==> src/rtl/fitof_pipe_if.sv <==
// Handshake bundle for the integer-to-float pipe:
// operand side (x*) and result side (y*).
interface fitof_pipe_if #(
    parameter int TAG_W = 5
);
    logic [31:0]      x;
    logic [TAG_W-1:0] x_tag;
    logic             x_valid;
    logic             x_ready;
    logic [31:0]      y;
    logic [TAG_W-1:0] y_tag;
    logic             y_valid;
    logic             y_ready;

    modport master (
        output x, x_tag, x_valid, y_ready,
        input  x_ready, y, y_tag, y_valid
    );

    modport slave (
        input  x, x_tag, x_valid, y_ready,
        output x_ready, y, y_tag, y_valid
    );
endinterface

==> src/rtl/fitof_pipe.sv <==
// Three-stage signed int32 -> IEEE-754 single converter
// with valid/ready flow control and a travelling tag.
module fitof_pipe #(
    parameter int TAG_W         = 5,
    parameter bit ROUND_NEAREST = 1'b1
) (
    input logic         clk,
    input logic         rst,
    fitof_pipe_if.slave bus
);
    logic adv1, adv2, adv3;
    logic v1_q, v2_q, v3_q;

    logic             s1_s_q, s1_z_q;
    logic [31:0]      s1_mag_q, s1_mag_d;
    logic [TAG_W-1:0] s1_tag_q;

    logic             s2_s_q, s2_z_q;
    logic [31:0]      s2_n_q, s2_n_d;
    logic [7:0]       s2_e_q, s2_e_d;
    logic [TAG_W-1:0] s2_tag_q;
    logic [4:0]       lz;

    logic [31:0]      y_q, y_d;
    logic [TAG_W-1:0] y_tag_q;

    logic [23:0] sig;
    logic        rup;
    logic [24:0] sum;
    logic [7:0]  e_rnd;
    logic        rnd_unused;

    assign adv3 = ~v3_q | bus.y_ready;
    assign adv2 = ~v2_q | adv3;
    assign adv1 = ~v1_q | adv2;

    assign bus.x_ready = adv1;
    assign bus.y       = y_q;
    assign bus.y_tag   = y_tag_q;
    assign bus.y_valid = v3_q;

    assign s1_mag_d = bus.x[31] ? (32'd0 - bus.x) : bus.x;

    // S1: split the operand into sign, magnitude and zero flag
    always_ff @(posedge clk or posedge rst) begin
        if (rst) begin
            v1_q     <= 1'b0;
            s1_s_q   <= 1'b0;
            s1_z_q   <= 1'b0;
            s1_mag_q <= '0;
            s1_tag_q <= '0;
        end else if (adv1) begin
            v1_q     <= bus.x_valid;
            s1_s_q   <= bus.x[31];
            s1_z_q   <= (bus.x == 32'd0);
            s1_mag_q <= s1_mag_d;
            s1_tag_q <= bus.x_tag;
        end
    end

    // Leading-zero count: the highest set bit wins
    always_comb begin
        lz = 5'd0;
        for (int i = 0; i < 32; i++) begin
            if (s1_mag_q[i]) lz = 5'(31 - i);
        end
    end

    assign s2_n_d = s1_mag_q << lz;
    assign s2_e_d = 8'd158 - {3'b000, lz};

    // S2: normalise so the leading one sits in bit 31
    always_ff @(posedge clk or posedge rst) begin
        if (rst) begin
            v2_q     <= 1'b0;
            s2_s_q   <= 1'b0;
            s2_z_q   <= 1'b0;
            s2_n_q   <= '0;
            s2_e_q   <= '0;
            s2_tag_q <= '0;
        end else if (adv2) begin
            v2_q     <= v1_q;
            s2_s_q   <= s1_s_q;
            s2_z_q   <= s1_z_q;
            s2_n_q   <= s2_n_d;
            s2_e_q   <= s2_e_d;
            s2_tag_q <= s1_tag_q;
        end
    end

    // Round on guard/sticky; a carry-out leaves the fraction zero
    // and bumps the exponent, so only the low 23 sum bits are kept.
    always_comb begin
        sig   = s2_n_q[31:8];
        rup   = ROUND_NEAREST & s2_n_q[7] &
                ((|s2_n_q[6:0]) | sig[0]);
        sum   = {1'b0, sig} + {24'd0, rup};
        e_rnd = s2_e_q + {7'd0, sum[24]};
        y_d   = s2_z_q ? 32'd0 : {s2_s_q, e_rnd, sum[22:0]};
    end

    assign rnd_unused = sum[23];

    // S3: registered result presented to writeback
    always_ff @(posedge clk or posedge rst) begin
        if (rst) begin
            v3_q    <= 1'b0;
            y_q     <= '0;
            y_tag_q <= '0;
        end else if (adv3) begin
            v3_q    <= v2_q;
            y_q     <= y_d;
            y_tag_q <= s2_tag_q;
        end
    end
endmodule

==> src/flat_wrapper.sv <==
// flat-port wrapper written by rule: the top's interface ports become plain ports
module fitof_pipe_flat 
#(
    parameter int TAG_W         = 5,
    parameter bit ROUND_NEAREST = 1'b1
)
  (clk, rst, bus_x, bus_x_tag, bus_x_valid, bus_y_ready, bus_x_ready, bus_y, bus_y_tag, bus_y_valid);
  fitof_pipe_if #(.TAG_W(TAG_W)) bus_i ();
  input logic clk;
  input logic rst;
  input wire logic [$bits(bus_i.x)-1:0] bus_x;
  input wire logic [$bits(bus_i.x_tag)-1:0] bus_x_tag;
  input wire logic [$bits(bus_i.x_valid)-1:0] bus_x_valid;
  input wire logic [$bits(bus_i.y_ready)-1:0] bus_y_ready;
  output wire logic [$bits(bus_i.x_ready)-1:0] bus_x_ready;
  output wire logic [$bits(bus_i.y)-1:0] bus_y;
  output wire logic [$bits(bus_i.y_tag)-1:0] bus_y_tag;
  output wire logic [$bits(bus_i.y_valid)-1:0] bus_y_valid;
  assign bus_i.x = bus_x;
  assign bus_i.x_tag = bus_x_tag;
  assign bus_i.x_valid = bus_x_valid;
  assign bus_i.y_ready = bus_y_ready;
  assign bus_x_ready = bus_i.x_ready;
  assign bus_y = bus_i.y;
  assign bus_y_tag = bus_i.y_tag;
  assign bus_y_valid = bus_i.y_valid;
  fitof_pipe #(.TAG_W(TAG_W), .ROUND_NEAREST(ROUND_NEAREST)) u_core (.clk(clk), .rst(rst), .bus(bus_i));
endmodule
==> config.mk <==
export PLATFORM = sky130hd
export DESIGN_NAME = fitof_pipe_flat
export DESIGN_NICKNAME = d
export VERILOG_FILES = /design/src/rtl/fitof_pipe_if.sv /design/src/rtl/fitof_pipe.sv /design/src/flat_wrapper.sv
export SDC_FILE = /design/constraint.sdc
export NUM_CORES = 1
export LEC_CHECK = 0
export ABC_AREA = 1
export BUFFER_PORTS_ARGS = -buffer_cell sky130_fd_sc_hd__buf_2
export CAP_MARGIN = 20
export CORE_UTILIZATION = 40
export DETAILED_ROUTE_END_ITERATION = 12
export PLACE_DENSITY = 0.61
export SLEW_MARGIN = 20
export SYNTH_ARGS = -nofsm -noshare
export SYNTH_HDL_FRONTEND = slang
export SYNTH_SLANG_ARGS = --single-unit
==> constraint.sdc <==
create_clock -name clk -period 5 [get_ports clk]
set_clock_uncertainty 0.2 [all_clocks]
set_input_delay 0.5 -clock clk [delete_from_list [all_inputs] [get_ports clk]]
set_output_delay 0.5 -clock clk [all_outputs]
set_load 0.03 [all_outputs]
# ---- Yosys cells after proc, flatten, opt, wreduce, memory -nomap -nowiden
# Index checks and enable logic that the tools add are counted.
dict set report word_totals {
  mem_bits_ro 0
  reg_bits 126
  mem_count 0
  ram_bits 0
  word_cells 63
  latchBits 0
}
dict set report op_classes {
  add_sub_neg 4
  n_lt_le_gt_ge 0
  bitwise 8
  mul 0
  shift 1
  n_eq_ne 0
  div_mod_pow 0
  n_mux 34
  n_reduce_logical 2
}
# operator n
set op_table {}
lappend op_table {{5-bit two-way mux} 32}
lappend op_table {{32-bit two-way mux} 2}
lappend op_table {{32-bit logical NOT} 1}
lappend op_table {{32-bit by 5-bit left shift with 32-bit output} 1}
lappend op_table {{1-bit by 32-bit subtractor with 32-bit output (first input constant)} 1}
lappend op_table {{24-bit by 1-bit adder with 25-bit output} 1}
lappend op_table {{8-bit by 1-bit adder with 8-bit output} 1}
lappend op_table {{8-bit by 5-bit subtractor with 8-bit output (first input constant)} 1}
lappend op_table {{7-bit OR reduction} 1}
lappend op_table {{1-bit bitwise OR} 4}
lappend op_table {{1-bit inverter} 3}
lappend op_table {{1-bit bitwise AND} 1}

# ---- Longest topological paths before layout
# Gate-level depths: netlist of run 1.
dict set report logic_depth {
  ltp_word 33
  mapped_depth 39
}

# ---- Least setup slack after synthesis of run 1
# No wires, ideal clock.
dict set report synth_timing {
  path_type {register to register}
  startpoint {register u_core.s2_n_q[8]}
  endpoint {register u_core.y_q[29] (netlist: u_core.bus.y[29])}
  t_required_ns 4.678
  period_less_slack_ns 3.545
  arrival_time_ns 3.224
  stages_incl_launch_ff 28
  path_slack_ns 1.455
  cell_sequence {dfrtp_1 -> nand2_1 -> inv_1 -> ha_1 -> nand3_1 -> nor2_1 -> nand2_1 -> nor3_1 -> nand2_1 -> nor2_1 -> inv_1 -> nor2_1 -> nand4_1 -> nor2_1 -> nand3_1 -> nor2_1 -> inv_1 -> nor2_1 -> nand2_1 -> nor2_1 -> nand2_1 -> nor2_1 -> ha_1 -> ha_1 -> nand3_1 -> nor2_1 -> nand3_1 -> a32o_1}
}
dict set report synth_via {
  elab_chain_len 5
}
# element line
set synth_rtl {}
lappend synth_rtl {{start: declaration} fitof_pipe.sv:19} ;# logic [31:0] s2_n_q, s2_n_d;
lappend synth_rtl {{start signal: assignment} fitof_pipe.sv:85} ;# s2_n_q <= s2_n_d;
lappend synth_rtl {{1-bit bitwise OR} fitof_pipe.sv:96} ;# ((|s2_n_q[6:0]) | sig[0]);
lappend synth_rtl {{1-bit bitwise AND} fitof_pipe.sv:95} ;# rup = ROUND_NEAREST & s2_n_q[7] &
lappend synth_rtl {{24-bit by 1-bit adder with 25-bit output (*)} fitof_pipe.sv:97} ;# sum = {1'b0, sig} + {24'd0, rup};
lappend synth_rtl {{8-bit by 1-bit adder with 8-bit output (*)} fitof_pipe.sv:98} ;# e_rnd = s2_e_q + {7'd0, sum[24]};
lappend synth_rtl {{32-bit two-way mux (*)} fitof_pipe.sv:99} ;# y_d = s2_z_q ? 32'd0 : {s2_s_q, e_rnd, sum[22:0]};
lappend synth_rtl {{end signal: assignment} fitof_pipe.sv:112} ;# y_q <= y_d;
lappend synth_rtl {{end: declaration} fitof_pipe.sv:24} ;# logic [31:0] y_q, y_d;
# Every way passes the cells marked *; elsewhere a longest branch is shown, timed or not.
# A chain may end at the register's enable or synchronous reset.

# ---- Worst setup path in the final report of run 1
# Same ends and word-level chain as after synthesis.

==> impl_metrics.py, run 1 <==
metrics = {
    "drt": {
        "dr.pass1.iters": 5,
        "drt_iter0_drc": 535,
        "vias": 7210,
        "drc": 0,
        "wl_per_cell_um": 14.3,
        "ant_nets": 0,
        "avgViaCountPerCell": 5.11,
        "routed_wl_um": 20200,
    },
    "placed_design": {
        "port-buffer-count": 79,
        "hpwl_um": 14900,
        "gp_congestion": 0.841,
    },
    "power_and_ir_drop": {
        "p_int_w": 0.00252,
        "max-vdd-ir-drop_mv": 0.228,
        "power_frac_comb": 0.332,
        "pwr-share-seq": 0.362,
        "clock_power_share": 0.306,
        "power_leakage_nw": 4.38,
        "p_sw_w": 0.00159,
        "power_density_mw_per_mm2": 458,
        "swShare": 0.387,
    },
    "critical_path": {
        "rrSetupSlack_ns": 0.98,
        "r2r-end": "u_core.bus.y[29]",
        "crit_arrival_ns": 4.17,
        "crit-reg2reg-launch": "u_core.s2_n_q[8]",
        "r2r_cells": 28,
        "cpMaxStageDelayCell": "dfrtp_1",
        "critPathLaunchType": "register",
        "cp_max_fo": 3,
        "endpoint_kind": "register",
        "path_class": "register to register",
        "critPathMostFrequentCell": "nor2_1",
        "slowest_delay_ns": 0.34,
        "startpoint": "u_core.s2_n_q[8]",
        "crit_required_ns": 5.16,
    },
    "die": {
        "fp.dieH_um": 142,
        "initial_utilization": 0.412,
        "core_area_mm2": 0.0190,
        "pin_count": 80,
        "fp.dieW_um": 142,
        "dieArea_mm2": 0.0201,
        "rows": 50,
    },
    "cells_and_area": {
        "fillers": 1955,
        "multi_input_area_mm2": 0.00398,
        "regArea_mm2": 0.00315,
        "finish.utilization": 0.473,
        "layout-drive-gt1-share": 0.141,
        "nNetsFinal": 1186,
        "num_antenna_cells": 0,
        "area.growth.synth_to_final_pct": 14.8,
    },
    "cts": {
        "clk_pin_slew_ns": 0.06,
        "cts_tree": "built",
        "clkLatencyLatePin_ns": 0.42,
        "cts_hold_buf": 0,
        "clk_path_buf_depth": 2,
        "ctsResizeCount": 0,
        "h-tree-depth": 4,
        "clkSinkCount": 126,
        "cts_buffers": 17,
        "cts-root-buf": "clkbuf_16",
        "cts_setup_buffers": 0,
    },
    "global_route": {
        "antenna_found_initial": 0,
        "grt_pass1_wl_um": 35200,
        "grt_usage": 0.221,
        "grt_start_max_net_pins": 57,
        "grtUsageMet1": 0.307,
        "grt_pass1_vias": 6985,
        "grt_overflow_total": 0,
        "grt_use_met2": 0.347,
        "grtUsageMet3": 0.0391,
        "globalRoute.busiestLayer": "met2",
    },
    "synth": {
        "syn_area_mm2": 0.00782,
        "synth_most_common_cell": "nand3_1",
        "syn_nets": 1130,
        "synth_edf_count": 0,
        "ys_warn_count": 0,
        "yosysSeqAreaShare": 0.403,
        "async_reset_ff_frac": 1.00,
        "ys_types": 41,
        "synth_area_leaders": "dfrtp_1, nand3_1, nand2_1",
        "synthTopCellsByCount": "nand3_1, nand2_1, dfrtp_1",
        "synthCells": 1084,
        "synth_top_cell_area_share": 0.403,
        "synth_seq_cells": 126,
        "synth-main-ff-cell": "dfrtp_1",
        "synth_top_area_cell": "dfrtp_1",
        "avgSynthCellArea_um2": 7.21,
    },
    "sta": {
        "setup_tns_ns": 0,
        "finalCritPeriodShare": 0.804,
        "finalSetupViolations": 0,
        "maxSlewHeadroom": 0.308,
        "grt_setup_unrepaired": "no",
        "fmax_mhz": 249,
        "hold_slack_ns": 0.00210,
        "layout_min_cycle_time_ns": 4.02,
        "tightest_slew_ns": 1.03,
        "final_max_slew_viol_count": 0,
        "hold_viol": 0,
    },
    "outcome": {
        "status": "complete, no violations",
    },
    "job": {
        "cap_violations": 0,
    },
    "hold_path": {
        "hold_path_class": "input port to async pin",
    },
}
==> power groups by stage <==
stage	sequential (W)	combinational (W)	clock, W
2_1_floorplan	0.00164	0.000849	0
3_3_place_gp	0.00150	0.00135	0
3_5_place_dp	0.00150	0.00136	0
4_1_cts	0.00149	0.00137	0.00128
5_1_grt	0.00153	0.00155	0.00133
6_report	0.00149	0.00136	0.00126
==> layer usage <==
metal / wire length (µm) / part of all wire
met4: 375 / 0.019
met3: 694 / 0.034
met1: 10100 / 0.50
met5: 0 / 0
met2: 9100 / 0.45
==> registers in the layout, indices dropped and copies added (netlist names), 5 cells and up <==
register / cells
u_core.s2_n_q: 32
u_core.bus.y: 32
u_core.s1_tag_q: 5
u_core.s1_mag_q: 32
u_core.bus.y_tag: 5
u_core.s2_tag_q: 5
u_core.s2_e_q: 8
==> cells in the final DEF, fill, tap and decap left out, types with 3 or more instances in the layout <==
cell type  Yosys  routed
o31ai_1        6       6
buf_2          2      79
nand2_1      209     209
a22oi_1        4       4
dfrtp_1      126     126
buf_4          3      11
a32o_1         9       9
nor3_1        10      10
ha_1           5       5
o21ai_0       38      38
a22o_1         8       8
nand2_2       10      10
nand4_1        7       7
nand3_1      243     243
bufinv_16      0       3
nor2_1       118     116
xor2_1        26      26
or2_2          5       5
o21ai_1       12      12
inv_1        113     112
xnor2_1        6       6
a21oi_1       39      38
mux2_2         5       5
nor3_2        11      11
clkbuf_16      0      17
==> worst max path at each step <==
stage	to	slack, ns	cells after the start
2_1_floorplan	u_core.bus.y[0]	0.94	1
3_3_place_gp	u_core.bus.y[30]	1.10	28
3_5_place_dp	u_core.bus.y[29]	0.97	27
4_1_cts	u_core.bus.y[29]	0.96	28
5_1_grt	u_core.bus.y[29]	0.38	28
6_report	u_core.bus.y[29]	0.98	28
==> through the flow <==
| step | std cells | setup slack (ns) | cell area [µm²] | power (W) |
|---|---|---|---|---|
| 6_report | 1411 | 0.981 | 8970 | 0.00411 |
| 3_3_place_gp | 1381 | 1.10 | 8380 | 0.00285 |
| 4_1_cts | 1411 | 0.961 | 8970 | 0.00414 |
| 5_1_grt | 1411 | 0.381 | 8970 | 0.00440 |
| 2_1_floorplan | 1084 | 0.944 | 7820 | 0.00249 |
| 3_5_place_dp | 1381 | 0.974 | 8380 | 0.00286 |
==> layout make-up <==
| cell class | count | share of cell area |
|---|---|---|
| tap | 260 | 0.0362 |
| multi-input combinational | 788 | 0.443 |
| sequential | 126 | 0.351 |
| timing repair buffer | 90 | 0.0533 |
| clock inverter | 9 | 0.0152 |
| clock buffer | 21 | 0.0513 |
| inverter | 117 | 0.0492 |
==> cells by family (layout without fill, tap and decap cells) <==
logic type / after synthesis / after routing / synth area share
simple gates: 620 / 620 / 0.359
fa+ha+maj: 5 / 5 / 0.00800
xor+xnor: 32 / 32 / 0.0359
flops: 126 / 126 / 0.403
mux: 5 / 5 / 0.00720
buf+inv: 170 / 237 / 0.0895
compound gates: 126 / 126 / 0.0967
==> worst max-delay path, delay by kind of cell (launching register included) <==
family | cells | cell delay, ns
AO/OA/AOI/OAI | 2 | 0.35
adder cells (fa/ha/maj) | 3 | 0.52
buffers and inverters | 4 | 0.26
flip-flops | 1 | 0.34
AND/OR/NAND/NOR | 19 | 2.29
Power figures use the tool's default switching activity.
==> run 2, diff against run 1 <==
==> constraint.sdc (replaced) <==
create_clock -name clk -period 4 [get_ports clk]
set_clock_uncertainty 0.2 [all_clocks]
set_input_delay 0.4 -clock clk [delete_from_list [all_inputs] [get_ports clk]]
set_output_delay 0.4 -clock clk [all_outputs]
set_load 0.03 [all_outputs]
==> run 2 against run 1 <==
Compared with the run above: sequential power increased by 26%; register-to-register slack worse by 0.90 ns; setup slack lost 0.90 ns; via count is 1.1% higher; die area did not move; final area grew 3.1%; global-route usage is 0.44 points lower; combinational power rose by 29%; critical path depth unchanged; maximum frequency is 2.5% higher; power up 24%; cell count rose by 1.6%; critical path type unchanged.
==> impl_metrics.py, run 2 (synthesis gave the netlist of run 1 again) <==
metrics = {
    "outcome": {
        "status": "complete, no violations",
    },
    "critical_path": {
        "crit-reg2reg-launch": "u_core.s2_n_q[8]",
        "path_class": "register to register",
        "cpMaxStageDelayCell": "dfrtp_1",
        "critPathLaunchType": "register",
        "crit_required_ns": 4.12,
        "critPathMostFrequentCell": "nor2_2",
        "rrSetupSlack_ns": 0.08,
        "endpoint_kind": "register",
        "r2r-end": "u_core.bus.y[30]",
        "r2r_cells": 28,
        "cp_max_fo": 3,
        "slowest_delay_ns": 0.36,
        "crit_arrival_ns": 4.04,
    },
    "sta": {
        "tightest_slew_ns": 0.778,
        "final_max_slew_viol_count": 0,
        "hold_viol": 0,
        "finalSetupViolations": 0,
        "finalCritPeriodShare": 0.981,
        "fmax_mhz": 255,
        "grt_setup_unrepaired": "yes",
        "layout_min_cycle_time_ns": 3.92,
        "maxSlewHeadroom": 0.481,
        "setup_slack_ns": 0.0770,
    },
    "global_route": {
        "grt_pass1_wl_um": 34400,
        "grt_pass1_vias": 6811,
        "antenna_found_initial": 0,
        "grt_overflow_total": 0,
        "grt_usage": 0.217,
        "grt_start_max_net_pins": 80,
    },
    "drt": {
        "drc": 0,
        "wl_per_cell_um": 14.1,
        "routed_wl_um": 20200,
        "vias": 7289,
        "ant_nets": 0,
        "drt_iter0_drc": 455,
        "avgViaCountPerCell": 5.08,
        "dr.pass1.iters": 5,
    },
    "die": {
        "rows": 50,
        "core_area_mm2": 0.0190,
        "dieArea_mm2": 0.0201,
        "fp.dieH_um": 142,
        "initial_utilization": 0.412,
        "pin_count": 80,
        "fp.dieW_um": 142,
    },
    "cells_and_area": {
        "multi_input_area_mm2": 0.00411,
        "final_cell_mix": "nand3_1, nand2_1, dfrtp_1",
        "num_antenna_cells": 0,
        "regArea_mm2": 0.00315,
        "layout_commonest_cell": "nand3_1",
        "fillers": 1930,
        "layout-drive-gt1-share": 0.175,
        "nNetsFinal": 1207,
        "finalInstanceArea_mm2": 0.00925,
        "area.growth.synth_to_final_pct": 18.3,
    },
    "cts": {
        "cts-root-buf": "clkbuf_16",
        "clk_path_buf_depth": 2,
        "cts_buffers": 17,
        "clk_pin_slew_ns": 0.06,
        "h-tree-depth": 4,
        "cts_tree": "built",
        "clkLatencyLatePin_ns": 0.43,
        "clkSinkCount": 126,
    },
    "power_and_ir_drop": {
        "p_int_w": 0.00302,
        "p_sw_w": 0.00207,
        "swShare": 0.406,
        "clock_power_share": 0.287,
        "power_frac_comb": 0.345,
        "max-vdd-ir-drop_mv": 0.321,
        "power_density_mw_per_mm2": 550,
        "pwr-share-seq": 0.368,
        "power_leakage_nw": 4.45,
    },
    "job": {
        "cap_violations": 0,
    },
    "hold_path": {
        "hold_path_class": "input port to register",
        "hold_end": "u_core.s1_mag_q[0]",
        "hold-path-cell-count": 3,
        "hp-start": "bus_x[0]",
    },
    "placed_design": {
        "gp_congestion": 0.848,
        "port-buffer-count": 79,
        "pre_cts_ws_ns": 0.0536,
        "hpwl_um": 14800,
        "postPlaceCellArea_mm2": 0.00845,
    },
}
==> run 2: cell types whose count changed in the layout (fill, tap and decap cells not counted), sizes merged <==
cell / before / now
buf: 90 / 104
inv: 116 / 121
bufinv: 3 / 0
clkinvlp: 2 / 4
dlygate4sd3: 0 / 7
clkbuf: 21 / 19
==> run 2: how the worst max path moves through the flow <==
stage	end	cells after the start	start	slack, ns
final	u_core.bus.y[30]	28	u_core.s2_n_q[8]	0.08
after global routing	u_core.bus.y[30]	28	u_core.s2_n_q[8]	-0.21
after CTS	u_core.bus.y[30]	29	u_core.s2_n_q[7]	0.03
after detailed placement	u_core.bus.y[30]	28	u_core.s2_n_q[7]	0.05
after global placement	u_core.bus.y[30]	28	u_core.s2_n_q[8]	0.17
after floorplan	u_core.bus.y[0]	1	rst	0.04
==> run 2: timing repair <==
action | 4_1_cts | 5_1_grt
endpoints found under the hold margin | 6 | 78
pin swaps | 0 | 15
setup buffers | 0 | 6
setup endpoints to repair | 2 | 26
hold buffers | 6 | 1
resized for setup | 2 | 34
==> run 2: layout make-up <==
| type | count | share of cell area |
|---|---|---|
| clock buffers | 19 | 0.0490 |
| clock inverters | 13 | 0.0112 |
| inverters | 117 | 0.0480 |
| multi-input cells | 788 | 0.444 |
| flip-flops and latches | 126 | 0.341 |
| well taps | 260 | 0.0352 |
| repair buffers | 111 | 0.0720 |
==> run 2: stage by stage <==
| step | cells | hold WS [ns] | total power [W] | setup TNS (ns) | utilization |
|---|---|---|---|---|---|
| final | 1434 | 0.0452 | 0.00509 | 0 | 0.488 |
| after global routing | 1434 | 0.0663 | 0.00544 | -0.545 | 0.488 |
| after CTS | 1427 | 0.0265 | 0.00507 | 0 | 0.479 |
| after detailed placement | 1389 | 0.258 | 0.00359 | 0 | 0.446 |
| after global placement | 1389 | 0.244 | 0.00357 | 0 | 0.446 |
| after floorplan | 1084 | 0.223 | 0.00311 | 0 | - |
==> run 2: layer usage <==
| metal | up-vias | wire length (µm) | part of all wire | GRT usage |
|---|---|---|---|---|
| met3 | 20 | 789 | 0.039 | 0.0391 |
| met1 | 3330 | 9960 | 0.49 | 0.301 |
| met4 | 0 | 280 | 0.014 | 0.0634 |
| met5 | - | 0 | 0 | 0 |
| met2 | 182 | 9210 | 0.46 | 0.345 |
| li1 | 3757 | - | - | - |
==> run 2: worst max-delay path: cells and delay by family (launching register included) <==
family	cells	cell delay, ns
flip-flops	1	0.36
AND/OR/NAND/NOR	22	2.46
buffers and inverters	3	0.19
AO/OA/AOI/OAI	1	0.26
adder cells (fa/ha/maj)	2	0.34
==> run 2: power by group through the flow <==
| stage | logic, W | clock network, W | registers [W] |
|---|---|---|---|
| finish | 0.00175 | 0.00146 | 0.00187 |
| global placement | 0.00171 | 0 | 0.00187 |
| floorplan | 0.00106 | 0 | 0.00205 |
| global route | 0.00198 | 0.00154 | 0.00192 |
| CTS | 0.00173 | 0.00148 | 0.00186 |
| detailed placement | 0.00171 | 0 | 0.00188 |
